$ cat config.mk
export PLATFORM = sky130hd
export DESIGN_NAME = multicycle_sequencer_flat
export DESIGN_NICKNAME = d
export VERILOG_FILES = /design/src/rtl/multicycle_sequencer_if.sv /design/src/rtl/multicycle_sequencer.sv /design/src/flat_wrapper.sv
export SDC_FILE = /design/constraint.sdc
export NUM_CORES = 1
export LEC_CHECK = 0
export CAP_MARGIN = 10
export CORE_UTILIZATION = 35
export CTS_BUF_LIST = sky130_fd_sc_hd__clkbuf_8
export DETAILED_ROUTE_END_ITERATION = 10
export GPL_TIMING_DRIVEN = 0
export SLEW_MARGIN = 10
export SYNTH_ARGS = -nofsm -noshare
export SYNTH_HDL_FRONTEND = slang
export SYNTH_SLANG_ARGS = --single-unit
$ cat constraint.sdc
create_clock -name clk -period 2 [get_ports clk]
set_input_delay 0.6 -clock clk [delete_from_list [all_inputs] [get_ports clk]]
set_output_delay 0.6 -clock clk [all_outputs]
set_load 0.01 [all_outputs]
$ cat src/rtl/multicycle_sequencer_if.sv
// Control bundle between the multi-cycle sequencer and the RV32I datapath /
// shared memory port.
//   opcode, br_taken   : instruction class and branch outcome from the datapath
//   mem_ready          : memory completes the current request this cycle
//   mem_req/rw/addr_sel: memory request, direction and address source
//   ir_we, pc_we, pc_sel, regw_en : datapath enables and PC source
//   retire             : pulse on the last cycle of each instruction
//   state, fault, illegal : sequencer status
// master = sequencer side, slave = datapath/memory side.
interface multicycle_sequencer_if;
    logic [4:0] opcode;
    logic       br_taken;
    logic       mem_ready;
    logic       mem_req;
    logic       mem_rw;
    logic       mem_addr_sel;
    logic       ir_we;
    logic       pc_we;
    logic       pc_sel;
    logic       regw_en;
    logic       retire;
    logic [2:0] state;
    logic       fault;
    logic       illegal;

    modport master (
        input  opcode, br_taken, mem_ready,
        output mem_req, mem_rw, mem_addr_sel, ir_we, pc_we, pc_sel,
               regw_en, retire, state, fault, illegal
    );

    modport slave (
        output opcode, br_taken, mem_ready,
        input  mem_req, mem_rw, mem_addr_sel, ir_we, pc_we, pc_sel,
               regw_en, retire, state, fault, illegal
    );
endinterface

$ cat src/rtl/multicycle_sequencer.sv
// Multi-cycle RV32I sequencer with one shared variable-latency memory port.
// Steps each instruction through fetch/decode/execute/memory/writeback and
// drives the PC, IR, memory and register-file enables.
//   clk : system clock, rising edge
//   rst : asynchronous active-high reset; all outputs forced low while high
//   bus : multicycle_sequencer_if.master (see interface header)
//
// state  | meaning
// FETCH  | read instruction at PC; on mem_ready load IR and PC+4
// DECODE | classify opcode, latch class (illegal -> HALT)
// EXEC   | ALU step; branches and jumps finish here
// MEM    | data access at ALU address; store finishes here
// WB     | register-file write, instruction retires
// HALT   | memory timeout or illegal opcode; left only through rst
module multicycle_sequencer #(
    parameter int unsigned MEM_WAIT_MAX = 16
) (
    input  logic                   clk,
    input  logic                   rst,
    multicycle_sequencer_if.master bus
);

    typedef enum logic [2:0] {
        ST_FETCH  = 3'b000,
        ST_DECODE = 3'b001,
        ST_EXEC   = 3'b010,
        ST_MEM    = 3'b011,
        ST_WB     = 3'b100,
        ST_HALT   = 3'b111
    } state_t;

    typedef enum logic [2:0] {
        CL_NONE,
        CL_R,
        CL_I,
        CL_LOAD,
        CL_STORE,
        CL_BRANCH,
        CL_JUMP
    } class_t;

    // Last wait cycle a request may spend without mem_ready.
    localparam logic [7:0] WAIT_LIMIT = 8'(MEM_WAIT_MAX - 1);

    state_t     state_q, state_d;
    class_t     class_q, class_d;
    logic [7:0] wait_cnt_q, wait_cnt_d;
    logic       fault_q, fault_d;
    logic       illegal_q, illegal_d;

    logic mem_req, mem_rw, mem_addr_sel, ir_we, pc_we, pc_sel, regw_en, retire;

    function automatic class_t classify(input logic [4:0] op);
        case (op)
            5'b01100: classify = CL_R;
            5'b00100: classify = CL_I;
            5'b00000: classify = CL_LOAD;
            5'b01000: classify = CL_STORE;
            5'b11000: classify = CL_BRANCH;
            5'b11011: classify = CL_JUMP;
            5'b11001: classify = CL_JUMP;
            default:  classify = CL_NONE;
        endcase
    endfunction

    always_ff @(posedge clk or posedge rst) begin
        if (rst) begin
            state_q    <= ST_FETCH;
            class_q    <= CL_NONE;
            wait_cnt_q <= 8'd0;
            fault_q    <= 1'b0;
            illegal_q  <= 1'b0;
        end else begin
            state_q    <= state_d;
            class_q    <= class_d;
            wait_cnt_q <= wait_cnt_d;
            fault_q    <= fault_d;
            illegal_q  <= illegal_d;
        end
    end

    always_comb begin
        state_d      = state_q;
        class_d      = class_q;
        fault_d      = fault_q;
        illegal_d    = illegal_q;
        mem_req      = 1'b0;
        mem_rw       = 1'b0;
        mem_addr_sel = 1'b0;
        ir_we        = 1'b0;
        pc_we        = 1'b0;
        pc_sel       = 1'b0;
        regw_en      = 1'b0;
        retire       = 1'b0;

        case (state_q)
            ST_FETCH: begin
                mem_req = 1'b1;
                if (bus.mem_ready) begin
                    ir_we   = 1'b1;
                    pc_we   = 1'b1;
                    state_d = ST_DECODE;
                end else if (wait_cnt_q == WAIT_LIMIT) begin
                    fault_d = 1'b1;
                    state_d = ST_HALT;
                end
            end
            ST_DECODE: begin
                class_d = classify(bus.opcode);
                if (class_d == CL_NONE) begin
                    illegal_d = 1'b1;
                    state_d   = ST_HALT;
                end else begin
                    state_d = ST_EXEC;
                end
            end
            ST_EXEC: begin
                case (class_q)
                    CL_R, CL_I:        state_d = ST_WB;
                    CL_LOAD, CL_STORE: state_d = ST_MEM;
                    CL_BRANCH: begin
                        pc_we   = bus.br_taken;
                        pc_sel  = 1'b1;
                        retire  = 1'b1;
                        state_d = ST_FETCH;
                    end
                    CL_JUMP: begin
                        pc_we   = 1'b1;
                        pc_sel  = 1'b1;
                        regw_en = 1'b1;
                        retire  = 1'b1;
                        state_d = ST_FETCH;
                    end
                    // No legal class latched: cannot happen after DECODE.
                    default: state_d = ST_HALT;
                endcase
            end
            ST_MEM: begin
                mem_req      = 1'b1;
                mem_addr_sel = 1'b1;
                mem_rw       = (class_q == CL_STORE);
                if (bus.mem_ready) begin
                    if (class_q == CL_STORE) begin
                        retire  = 1'b1;
                        state_d = ST_FETCH;
                    end else begin
                        state_d = ST_WB;
                    end
                end else if (wait_cnt_q == WAIT_LIMIT) begin
                    fault_d = 1'b1;
                    state_d = ST_HALT;
                end
            end
            ST_WB: begin
                regw_en = 1'b1;
                retire  = 1'b1;
                state_d = ST_FETCH;
            end
            ST_HALT: ;
            default: state_d = ST_FETCH;
        endcase
    end

    // Wait counter: only advances while a request is outstanding; any state
    // change (including the timeout to HALT) starts the next request at zero.
    always_comb begin
        wait_cnt_d = wait_cnt_q;
        if (state_d != state_q) begin
            wait_cnt_d = 8'd0;
        end else if (mem_req) begin
            wait_cnt_d = bus.mem_ready ? 8'd0 : wait_cnt_q + 8'd1;
        end
    end

    // The register holds FETCH during reset, so gating with rst keeps the
    // request low while rst is high and lets it rise as soon as rst falls.
    assign bus.mem_req      = mem_req      & ~rst;
    assign bus.mem_rw       = mem_rw       & ~rst;
    assign bus.mem_addr_sel = mem_addr_sel & ~rst;
    assign bus.ir_we        = ir_we        & ~rst;
    assign bus.pc_we        = pc_we        & ~rst;
    assign bus.pc_sel       = pc_sel       & ~rst;
    assign bus.regw_en      = regw_en      & ~rst;
    assign bus.retire       = retire       & ~rst;
    assign bus.fault        = fault_q      & ~rst;
    assign bus.illegal      = illegal_q    & ~rst;
    assign bus.state        = state_q;

endmodule

$ cat src/flat_wrapper.sv
// flat-port wrapper written by rule: the top's interface ports become plain ports
module multicycle_sequencer_flat 
#(
    parameter int unsigned MEM_WAIT_MAX = 16
)
  (clk, rst, bus_opcode, bus_br_taken, bus_mem_ready, bus_mem_req, bus_mem_rw, bus_mem_addr_sel, bus_ir_we, bus_pc_we, bus_pc_sel, bus_regw_en, bus_retire, bus_state, bus_fault, bus_illegal);
  multicycle_sequencer_if bus_i ();
  input  logic clk;
  input  logic rst;
  input wire logic [$bits(bus_i.opcode)-1:0] bus_opcode;
  input wire logic [$bits(bus_i.br_taken)-1:0] bus_br_taken;
  input wire logic [$bits(bus_i.mem_ready)-1:0] bus_mem_ready;
  output wire logic [$bits(bus_i.mem_req)-1:0] bus_mem_req;
  output wire logic [$bits(bus_i.mem_rw)-1:0] bus_mem_rw;
  output wire logic [$bits(bus_i.mem_addr_sel)-1:0] bus_mem_addr_sel;
  output wire logic [$bits(bus_i.ir_we)-1:0] bus_ir_we;
  output wire logic [$bits(bus_i.pc_we)-1:0] bus_pc_we;
  output wire logic [$bits(bus_i.pc_sel)-1:0] bus_pc_sel;
  output wire logic [$bits(bus_i.regw_en)-1:0] bus_regw_en;
  output wire logic [$bits(bus_i.retire)-1:0] bus_retire;
  output wire logic [$bits(bus_i.state)-1:0] bus_state;
  output wire logic [$bits(bus_i.fault)-1:0] bus_fault;
  output wire logic [$bits(bus_i.illegal)-1:0] bus_illegal;
  assign bus_i.opcode = bus_opcode;
  assign bus_i.br_taken = bus_br_taken;
  assign bus_i.mem_ready = bus_mem_ready;
  assign bus_mem_req = bus_i.mem_req;
  assign bus_mem_rw = bus_i.mem_rw;
  assign bus_mem_addr_sel = bus_i.mem_addr_sel;
  assign bus_ir_we = bus_i.ir_we;
  assign bus_pc_we = bus_i.pc_we;
  assign bus_pc_sel = bus_i.pc_sel;
  assign bus_regw_en = bus_i.regw_en;
  assign bus_retire = bus_i.retire;
  assign bus_state = bus_i.state;
  assign bus_fault = bus_i.fault;
  assign bus_illegal = bus_i.illegal;
  multicycle_sequencer #(.MEM_WAIT_MAX(MEM_WAIT_MAX)) u_core (.clk(clk), .rst(rst), .bus(bus_i));
endmodule
## Word level (Yosys, flattened, before mapping)

Cells that the tools add are included.
W data, S select, Z words.

- $add $sub $neg: 1
- Equal/unequal tests: 19
- Multiplexer cells: 26
- Bitwise operators: 12
- Reduce and logical (&&, ||, !) cells: 11

Operators with widths:

| cell | number |
|---|---|
| $mux W8 | 3 |
| $mux W3 | 6 |
| $pmux W3 S6 | 1 |
| $eq A3 B3 Y1 const B | 5 |
| $eq A5 B5 Y1 const B | 3 |
| $pmux W3 S5 | 1 |
| $eq A3 B2 Y1 const B | 4 |
| $and A1 B1 Y1 | 10 |
| $eq A5 B4 Y1 const B | 2 |
| $mux W1 | 10 |
| $reduce_or A2 Y1 | 5 |
| $pmux W3 S3 | 1 |
| $add A8 B1 Y8 const B | 1 |
| $eq A8 B4 Y1 const B | 1 |
| $eq A3 B1 Y1 const B | 2 |
| $logic_not A3 Y1 | 2 |
| $pmux W1 S2 | 3 |
| $eq A5 B3 Y1 const B | 1 |
| $logic_not A5 Y1 | 1 |
| $ne A3 B3 Y1 | 1 |
| $pmux W1 S3 | 1 |
| $reduce_and A3 Y1 | 1 |
| $not A1 Y1 | 2 |
| $reduce_and A2 Y1 | 1 |
| $reduce_bool A2 Y1 | 1 |

- Bits in registers: 16

## Longest topological paths before layout

Gate-level depths: netlist (run 1).

- Word-level depth: 9
- Mapped depth: 7
- Gate-level depth less buffers: 7

## Least setup slack after synthesis (run 1)

OpenSTA, ideal clock, no wires.

- Path kind: reg-to-reg
- From: reg u_core.class_q[0]
- To: reg u_core.wait_cnt_q[0]
- Data arrival time: 1.922 ns
- Data required time: 1.914 ns
- Setup slack: -0.008 ns
- Cell stages (with the launch flop): 8
- Path buffers: 0
- Path through: dfrtp_1 -> inv_1 -> ha_1 -> nand2_1 -> a211o_1 -> a221o_1 -> o41a_1 -> nor3_1

- Word-level cells in the longest chain between the ends: 6
- Elaborated cells between the ends (all ways): 16

RTL lines:

| element | line | source |
|---|---|---|
| start: declaration | multicycle_sequencer.sv:46 | `class_t class_q, class_d;` |
| start signal: assignment | multicycle_sequencer.sv:75 | `class_q <= class_d;` |
| $eq A3 B3 Y1, or another cell as far along | multicycle_sequencer.sv:118 | `case (class_q)` |
| $reduce_or A2 Y1 (no source line), or another cell as far along | -- |  |
| $pmux W3 S3 / $mux W3 (equally long branches) | multicycle_sequencer.sv:118, multicycle_sequencer.sv:142 |  |
| $pmux W3 S5 (*) | multicycle_sequencer.sv:96 | `case (state_q)` |
| $ne A3 B3 Y1 (*) | multicycle_sequencer.sv:168 | `if (state_d != state_q) begin` |
| $mux W8 / $reduce_bool A2 Y1 (equally long branches) | -- |  |
| end signal: assignment | multicycle_sequencer.sv:76 | `wait_cnt_q <= wait_cnt_d;` |
| end: declaration | multicycle_sequencer.sv:47 | `logic [7:0] wait_cnt_q, wait_cnt_d;` |

Every way passes the cells marked *; elsewhere a longest branch is shown, timed or not.
A chain may end at the register's enable or synchronous reset.

## Worst setup path in the final report (run 1)

- From: reg u_core.class_q[1]
- To: out bus_retire

- Word-level cells in the longest chain between the ends: 5
- Elaborated cells between the ends (all ways): 9

RTL lines:

| element | line | source |
|---|---|---|
| $eq A3 B3 Y1, on equally long branches | multicycle_sequencer.sv:143, multicycle_sequencer.sv:118 |  |
| $mux W1 / $reduce_or A2 Y1 (equally long branches) | -- |  |
| $mux W1, on equally long branches | multicycle_sequencer.sv:142, multicycle_sequencer.sv:118 |  |
| $pmux W1 S3 (*) | multicycle_sequencer.sv:96 |  |
| $and A1 B1 Y1 (*) | multicycle_sequencer.sv:184 | `assign bus.retire = retire & ~rst;` |
| end: declaration | flat_wrapper.sv:20 | `output wire logic [$bits(bus_i.retire)-1:0] bus_retire;` |

Marks and branches as above.

==> summary.md, run 1 <==
| Metric | Value |
|---|---|
| Run status | complete, but fails checks |
| Violated checks | negative setup slack |
| Crit path arrival time | 1.59 ns |
| Post-Place Cells | around 200 |
| Critical path data required time | 1.40 ns |
| Slew Limit Fails | 0 |
| Die Height | around 61 um |
| Rel. slew slack | 55.5% |
| Crit Path Class | reg2out |
| Maximum fanout along the worst path | 2 |
| Via count of the first global-routing pass | 1177 |
| Number of buffers created by CTS | 3 |
| Die span in x | roughly 61 um |
| FF+latch count, synth | 16 |
| Placement Rows | 21 |
| CTS sink count | 16 |
| Total global routing overflow | 0 |
| Peak clock frequency supported by timing | 456 MHz |
| Cells on worst reg2reg path | 7 |
| Weighted congestion at the end of routability-driven global placement | roughly 0.90 |
| Crit Reg-Reg Startpoint | u_core.class_q[1] |
| Synth Net Count | about 150 |
| Flop-to-flop setup slack | -0.14 ns |
| Final Instance Count excl. Fillers | 223 |
| Starting density of the core | 36.3% |
| Mapped Area | 0.00121 sq mm |
| DRC violations left | 0 |
| HPWL after detailed placement | between 2000 and 2500 um |
| Maximum capacitance violations | 0 |
| Worst min-delay path startpoint | u_core.fault_q |
| Setup repair after global routing missed its margin | true |
| Register area share after synthesis | about 33% |
| Clock latency at the later pin of the worst-skew pair | about 0.25 ns |
| Path type of the worst min-delay path | reg2reg |
| Reg clk slew, reported paths | roughly 0.07 ns |
| Synth top area cells | sky130_fd_sc_hd__dfrtp_1 (33%), sky130_fd_sc_hd__nor3_1 (6.2%), sky130_fd_sc_hd__ha_1 (5.2%) |
| Global-route wire length before repair | 5480 um |
| Quantity of I/O buffers inserted on ports | 20 |
| Final-report hold violation count | 0 |
| Number of iterations in the first detailed-routing pass | 4 |
| Maximum number of buffers from clock root to sink | 2 |
| Share of the cycle needed by the critical path after routing | 110% |
| Worst Setup Start Kind | flop |
| Setup total negative slack | -1.69 ns |
| Ports placed on the boundary | 22 |
| Filler cell count in the final layout | between 300 and 400 |
| Gate Count Post-Synth | ~140 |
| Core region area | roughly 0.0033 sq mm |
| Period minus WS final | 2.19 ns |
| Antenna Nets Post-Route | 0 |
| Final Core Density | 54.2% |
| Power Density | around 1400 mW/mm^2 |
| Post-synth EDFFs | 0 |
| Transition time of the tightest slew-check pin | between 0.6 and 0.7 ns |
| Depth of the worst hold-timing path | 1 |
| Post-placement worst setup slack | -0.875 ns |
| Proportion of netlist area held by the largest area contributor | between 30% and 40% |
| CTS tree | done |
| Detailed-route wire length | 3360 um |
| # H-tree levels | 1 |
| 1st-iter DRT viols | 50 |
| End point of the worst hold path | u_core.fault_q |
| Leakage power figure | approximately 0.00077 uW |
| Most common flop cell mapped by yosys | sky130_fd_sc_hd__dfrtp_1 |
| Antenna cell count | 0 |
| Final net count | 192 |
| Layout cells sized above 1 | 39.5% |
| Antenna violations before repair | 0 |
| GRT Total Usage | around a fifth |
| Average footprint of a synthesized cell | 8.79 sq um |
| Setup violations, final | 12 |
| Post-detailed-route wirelength per cell | 15.1 um |
| Library cell occupying the most area in the post-synthesis netlist | sky130_fd_sc_hd__dfrtp_1 |
| Worst Hold Slack | roughly 0.47 ns |
| Endpoint type of the worst setup path | output port |
| Largest net degree at the start of global routing | 17 |
| Worst flop-to-flop path endpoint | u_core.wait_cnt_q[5] |
| Area growth from synthesis to final layout | 49.2% |
| Number of different library cells in the post-synthesis netlist | 54 |
| Asr flop ratio synth | between 90% and 100% |
| Peak supply drop | around 0.73 mV |
| Die area | 0.00370 sq mm |
| Vias | 1225 |
| Worst Skew | just under 0.003 ns |
| Final Worst Setup Slack | -0.194 ns |
| Total number of yosys warnings | 0 |
| Mean number of vias per cell | 5.49 |
| Clk Tree Root Cell | sky130_fd_sc_hd__clkbuf_8 |
[timing repair]
action | in CTS | in global routing
pin swaps | 13 | 5
resized for setup | 69 | 13
setup endpoints to repair | 18 | 16
setup buffers | 14 | 2
hold buffers | 0 | 0
[kinds of logic after synthesis]
| group | synth area share (%) |
|---|---|
| muxes | 1.65 |
| DFF | 33.0 |
| xor gates and xnor gates | 2.89 |
| adders and majority gates | 5.16 |
| buffers and inverters | 5.99 |
| and+or+nand+nor | 29.2 |
| AOI/OAI and AO/OA | 22.1 |
[synth_stat cells, drive strengths merged, types with 2 or more instances]
master	number
dfrtp	16
nor3	15
a21oi	9
nor2	9
inv	7
nand2	7
ha	5
o21ai	5
and3	4
buf	4
nand3	4
nor2b	4
a211o	3
a31oi	3
nand4	3
nor4	3
clkbuf	2
mux2i	2
nand2b	2
o2bb2ai	2
or3	2
xnor2	2
xor2	2
[through the flow]
step           power [uW]  instance area, sq um
6_report             2500                  1810
5_1_grt              2680                  1810
4_1_cts              2370                  1750
3_5_place_dp         1650                  1470
3_3_place_gp         1620                  1470
2_1_floorplan        1290                  1210
[power by group]
group / total (uW) / switching [uW] / internal, uW
registers: 471 / 75.2 / 395
logic: 1730 / 914 / 813
clock network: 300 / 125 / 175
total: 2500 / 1110 / 1380
[critical path, cell delays in order, from the launching register on]
cell	delay, ns
sky130_fd_sc_hd__dfrtp_1	0.41
sky130_fd_sc_hd__buf_6	0.13
sky130_fd_sc_hd__ha_4	0.14
sky130_fd_sc_hd__o21a_1	0.18
sky130_fd_sc_hd__and4_1	0.20
sky130_fd_sc_hd__o21bai_1	0.14
sky130_fd_sc_hd__buf_2	0.14
[layout by cell type, fill, tap and decap left out, types with 3 or more instances in the layout]
cell / n
sky130_fd_sc_hd__o21ai_0: 4
sky130_fd_sc_hd__dfrtp_1: 14
sky130_fd_sc_hd__inv_1: 4
sky130_fd_sc_hd__dlygate4sd2_1: 5
sky130_fd_sc_hd__a31oi_1: 3
sky130_fd_sc_hd__nand2_1: 5
sky130_fd_sc_hd__buf_4: 15
sky130_fd_sc_hd__a21oi_1: 7
sky130_fd_sc_hd__buf_2: 6
sky130_fd_sc_hd__clkbuf_8: 5
sky130_fd_sc_hd__nand4_1: 3
sky130_fd_sc_hd__nor3_1: 7
sky130_fd_sc_hd__nor2b_1: 3
sky130_fd_sc_hd__clkdlybuf4s50_1: 7
sky130_fd_sc_hd__buf_6: 4
sky130_fd_sc_hd__ha_4: 3
sky130_fd_sc_hd__and3_1: 4
sky130_fd_sc_hd__nor3_2: 8
sky130_fd_sc_hd__nor4_1: 3
sky130_fd_sc_hd__nand3_1: 3
sky130_fd_sc_hd__nor2_1: 7
[final cells by class]
| cell class | count | area [sq um] | share of cell area, % |
|---|---|---|---|
| multi-input cells | 109 | 926 | 51.2 |
| flip-flops and latches | 16 | 403 | 22.3 |
| repair buffers | 36 | 284 | 15.7 |
| well taps | 46 | 57.6 | 3.18 |
| clock buffers | 4 | 55.1 | 3.04 |
| plain buffers | 5 | 55.1 | 3.04 |
| inverters | 7 | 28.8 | 1.59 |
[registers in the layout, summed over array words and instances (netlist names)]
signal,count
u_core.wait_cnt_q,8
u_core.bus.state,3
u_core.class_q,3
u_core.fault_q,1
u_core.illegal_q,1
[worst max-delay path by stage]
stage                     cells past startpoint              start                    to
after global placement                        5                rst            bus_retire
after global routing                          6  u_core.class_q[1]            bus_retire
final                                         6  u_core.class_q[1]            bus_retire
after floorplan                               6      bus_mem_ready  u_core.wait_cnt_q[0]
after CTS                                     6  u_core.class_q[1]            bus_retire
after detailed placement                      5                rst            bus_retire
[routing by layer]
layer  up-vias  GRT usage, %  part of all wire [%]
li1        599             -                     -
met1       599          23.6                    41
met2        25          37.2                    54
met3         2          4.69                   4.3
met4         0          3.90                  0.60
met5         -             0                     0
Power figures use the tool's default switching activity.
==> run 2: changes to the inputs <==
--- a/config.mk
+++ b/config.mk
@@ -10,6 +10,7 @@
 export CTS_BUF_LIST = sky130_fd_sc_hd__clkbuf_8
 export DETAILED_ROUTE_END_ITERATION = 10
 export GPL_TIMING_DRIVEN = 0
+export MAX_ROUTING_LAYER = met4
 export SLEW_MARGIN = 10
 export SYNTH_ARGS = -nofsm -noshare
 export SYNTH_HDL_FRONTEND = slang
==> run 2 against run 1 <==
The flow still finishes with violations (negative setup slack). Largest cell class unchanged. Maximum frequency barely moved. Critical path type unchanged. Cell area did not move. Worst setup slack barely moved.
==> summary.md, run 2 (synthesis gave the netlist of run 1 again) <==
| Metric | Value |
|---|---|
| Core region area | between 0.003 and 0.004 sq mm |
| Maximum fanout along the worst path | 2 |
| Biggest register | u_core.wait_cnt_q |
| CTS Hold Bufs | 0 |
| Number of iterations in the first detailed-routing pass | 4 |
| Endpoint type of the worst setup path | output port |
| Mean number of vias per cell | 5.46 |
| Placement Rows | 21 |
| Total global routing overflow | 0 |
| CTS sink count | 16 |
| HPWL after detailed placement | between 2000 and 2500 um |
| Path type of the worst min-delay path | reg2reg |
| Final net count | ~190 |
| Rel. slew slack | a little under three fifths |
| Antenna Nets Post-Route | 0 |
| Setup repair after global routing missed its margin | true |
| Global Route met1 Usage | a little under a quarter |
| Starting density of the core | between 30% and 40% |
| # H-tree levels | 1 |
| CTS tree | done |
| Die Height | roughly 61 um |
| Weighted congestion at the end of routability-driven global placement | roughly 0.92 |
| Met3 track demand over resource in global routing | under 10% |
| Quantity of I/O buffers inserted on ports | 20 |
| Largest net degree at the start of global routing | 17 |
| Slew Limit Fails | 0 |
| Antenna violations before repair | 0 |
| Ordered cell list for the critical path | buf_6, ha_4, o21a_1, and4_1, o21bai_1, buf_2 |
| Share of the cycle needed by the critical path after routing | 110% |
| Filler cell count in the final layout | between 300 and 400 |
| Final Instance Count excl. Fillers | 223 |
| Crit path arrival time | between 1.5 and 2 ns |
| Power Density | 1380 mW/mm^2 |
| Worst Skew | 0.00291 ns |
| Clk Tree Root Cell | sky130_fd_sc_hd__clkbuf_8 |
| Longest individual stage delay on the worst path | a little over 0.4 ns |
| Post-Place Cells | between 200 and 250 |
| Most used routing layer | met2 |
| Peak clock frequency supported by timing | 456 MHz |
| Cells on worst reg2reg path | 7 |
| Detailed-route wire length | 3370 um |
| Number of flip-flops under the largest register name | 8 |
| DRC violations left | 0 |
| Maximum capacitance violations | 0 |
| Transition time of the tightest slew-check pin | between 0.6 and 0.7 ns |
| Vias | roughly 1200 |
| Global-route wire length before repair | between 5000 and 6000 um |
| Setup violations, final | 12 |
| Area growth from synthesis to final layout | 49.2% |
| CP max stage cell | sky130_fd_sc_hd__dfrtp_1 |
| Met2 demand-to-capacity share in global routing | ~37% |
| Leakage power figure | ~0.00077 uW |
| Die span in x | roughly 61 um |
| Most common cell after layout, fill and taps aside | sky130_fd_sc_hd__buf_4 |
| Ports placed on the boundary | 22 |
| Via count of the first global-routing pass | approximately 1200 |
| Final-report hold violation count | 0 |
| GRT Total Usage | 20.7% |
| Number of buffers created by CTS | 3 |
| 1st-iter DRT viols | between 50 and 60 |
| Run status | complete, but fails checks |
| Die area | 0.00370 sq mm |
| Worst Setup Start Kind | flop |
| Peak supply drop | about 0.74 mV |
| Antenna cell count | 0 |
| Final Worst Setup Slack | -0.193 ns |
| Post-detailed-route wirelength per cell | ~15 um |
| Critical path data required time | ~1.4 ns |
| Depth of the worst hold-timing path | 1 |
| Crit Path Class | reg2out |
| Layout cells sized above 1 | between 30% and 40% |
| Maximum number of buffers from clock root to sink | 2 |
| Power after layout | between 2000 and 2500 uW |
| Final Core Density | a little over half |
| Period minus WS final | approximately 2.2 ns |
| Reg clk slew, reported paths | 0.07 ns |
| Most frequent cells in the layout | sky130_fd_sc_hd__buf_4 (15), sky130_fd_sc_hd__dfrtp_1 (14), sky130_fd_sc_hd__nor3_2 (8) |
| Violated checks | negative setup slack |
| Clock latency at the later pin of the worst-skew pair | approximately 0.25 ns |
run 2: cell counts in the layout (fill, tap and decap cells not counted):
No cell type changed its count.
run 2: worst max-delay path: cells and delay by family, from the launching register on:
family / cells / cell delay (ns)
flip-flops: 1 / 0.41
buffers and inverters: 2 / 0.27
AND/OR/NAND/NOR: 1 / 0.20
adder cells (fa/ha/maj): 1 / 0.14
AO/OA/AOI/OAI: 2 / 0.32
run 2: cell type report:
cell class                      count  area, sq um  share of cell area, %
Buffer                              5         55.1                   3.04
Clock buffer                        4         55.1                   3.04
Inverter                            7         28.8                   1.59
Multi-Input combinational cell    109          926                   51.2
Sequential cell                    16          403                   22.3
Tap cell                           46         57.6                   3.18
Timing Repair Buffer               36          284                   15.7
run 2: metrics by stage:
stage | hold slack, ns | setup TNS, ns | setup slack (ns) | area (sq um)
floorplan | 0.420 | 0 | 0.0184 | 1210
global placement | 0.441 | -10.35 | -0.858 | 1470
detailed placement | 0.456 | -10.76 | -0.875 | 1470
CTS | 0.475 | -1.36 | -0.210 | 1750
global route | 0.487 | -2.73 | -0.290 | 1810
finish | 0.470 | -1.69 | -0.193 | 1810
run 2: power breakdown:
part / switching [uW] / total, uW / internal, uW
logic: 915 / 1730 / 813
clock network: 125 / 300 / 175
registers: 75.2 / 471 / 395
total: 1120 / 2500 / 1380
run 2: final timing paths:
kind / slack (ns) / end / from
setup / recovery: -0.19 / bus_retire / u_core.class_q[1]
max in group asynchronous: 0.88 / u_core.class_q[0] / rst
min in group asynchronous: 0.65 / u_core.bus.state[0] / rst
hold / removal: 0.47 / u_core.fault_q / u_core.fault_q
setup reg to reg: -0.15 / u_core.wait_cnt_q[5] / u_core.class_q[1]
hold reg to reg: 0.47 / u_core.fault_q / u_core.fault_q
run 2: what timing repair did:
action,CTS,global route
setup endpoints to repair,18,16
buffers inserted,14,2
gates resized for setup,69,13
endpoints found under the hold margin,0,0
pin swaps,13,5
run 2: metal layers:
metal	share of wire (%)	vias up
met5	0	-
met4	0.59	0
met3	4.2	2
met2	54	22
met1	41	595
li1	-	598
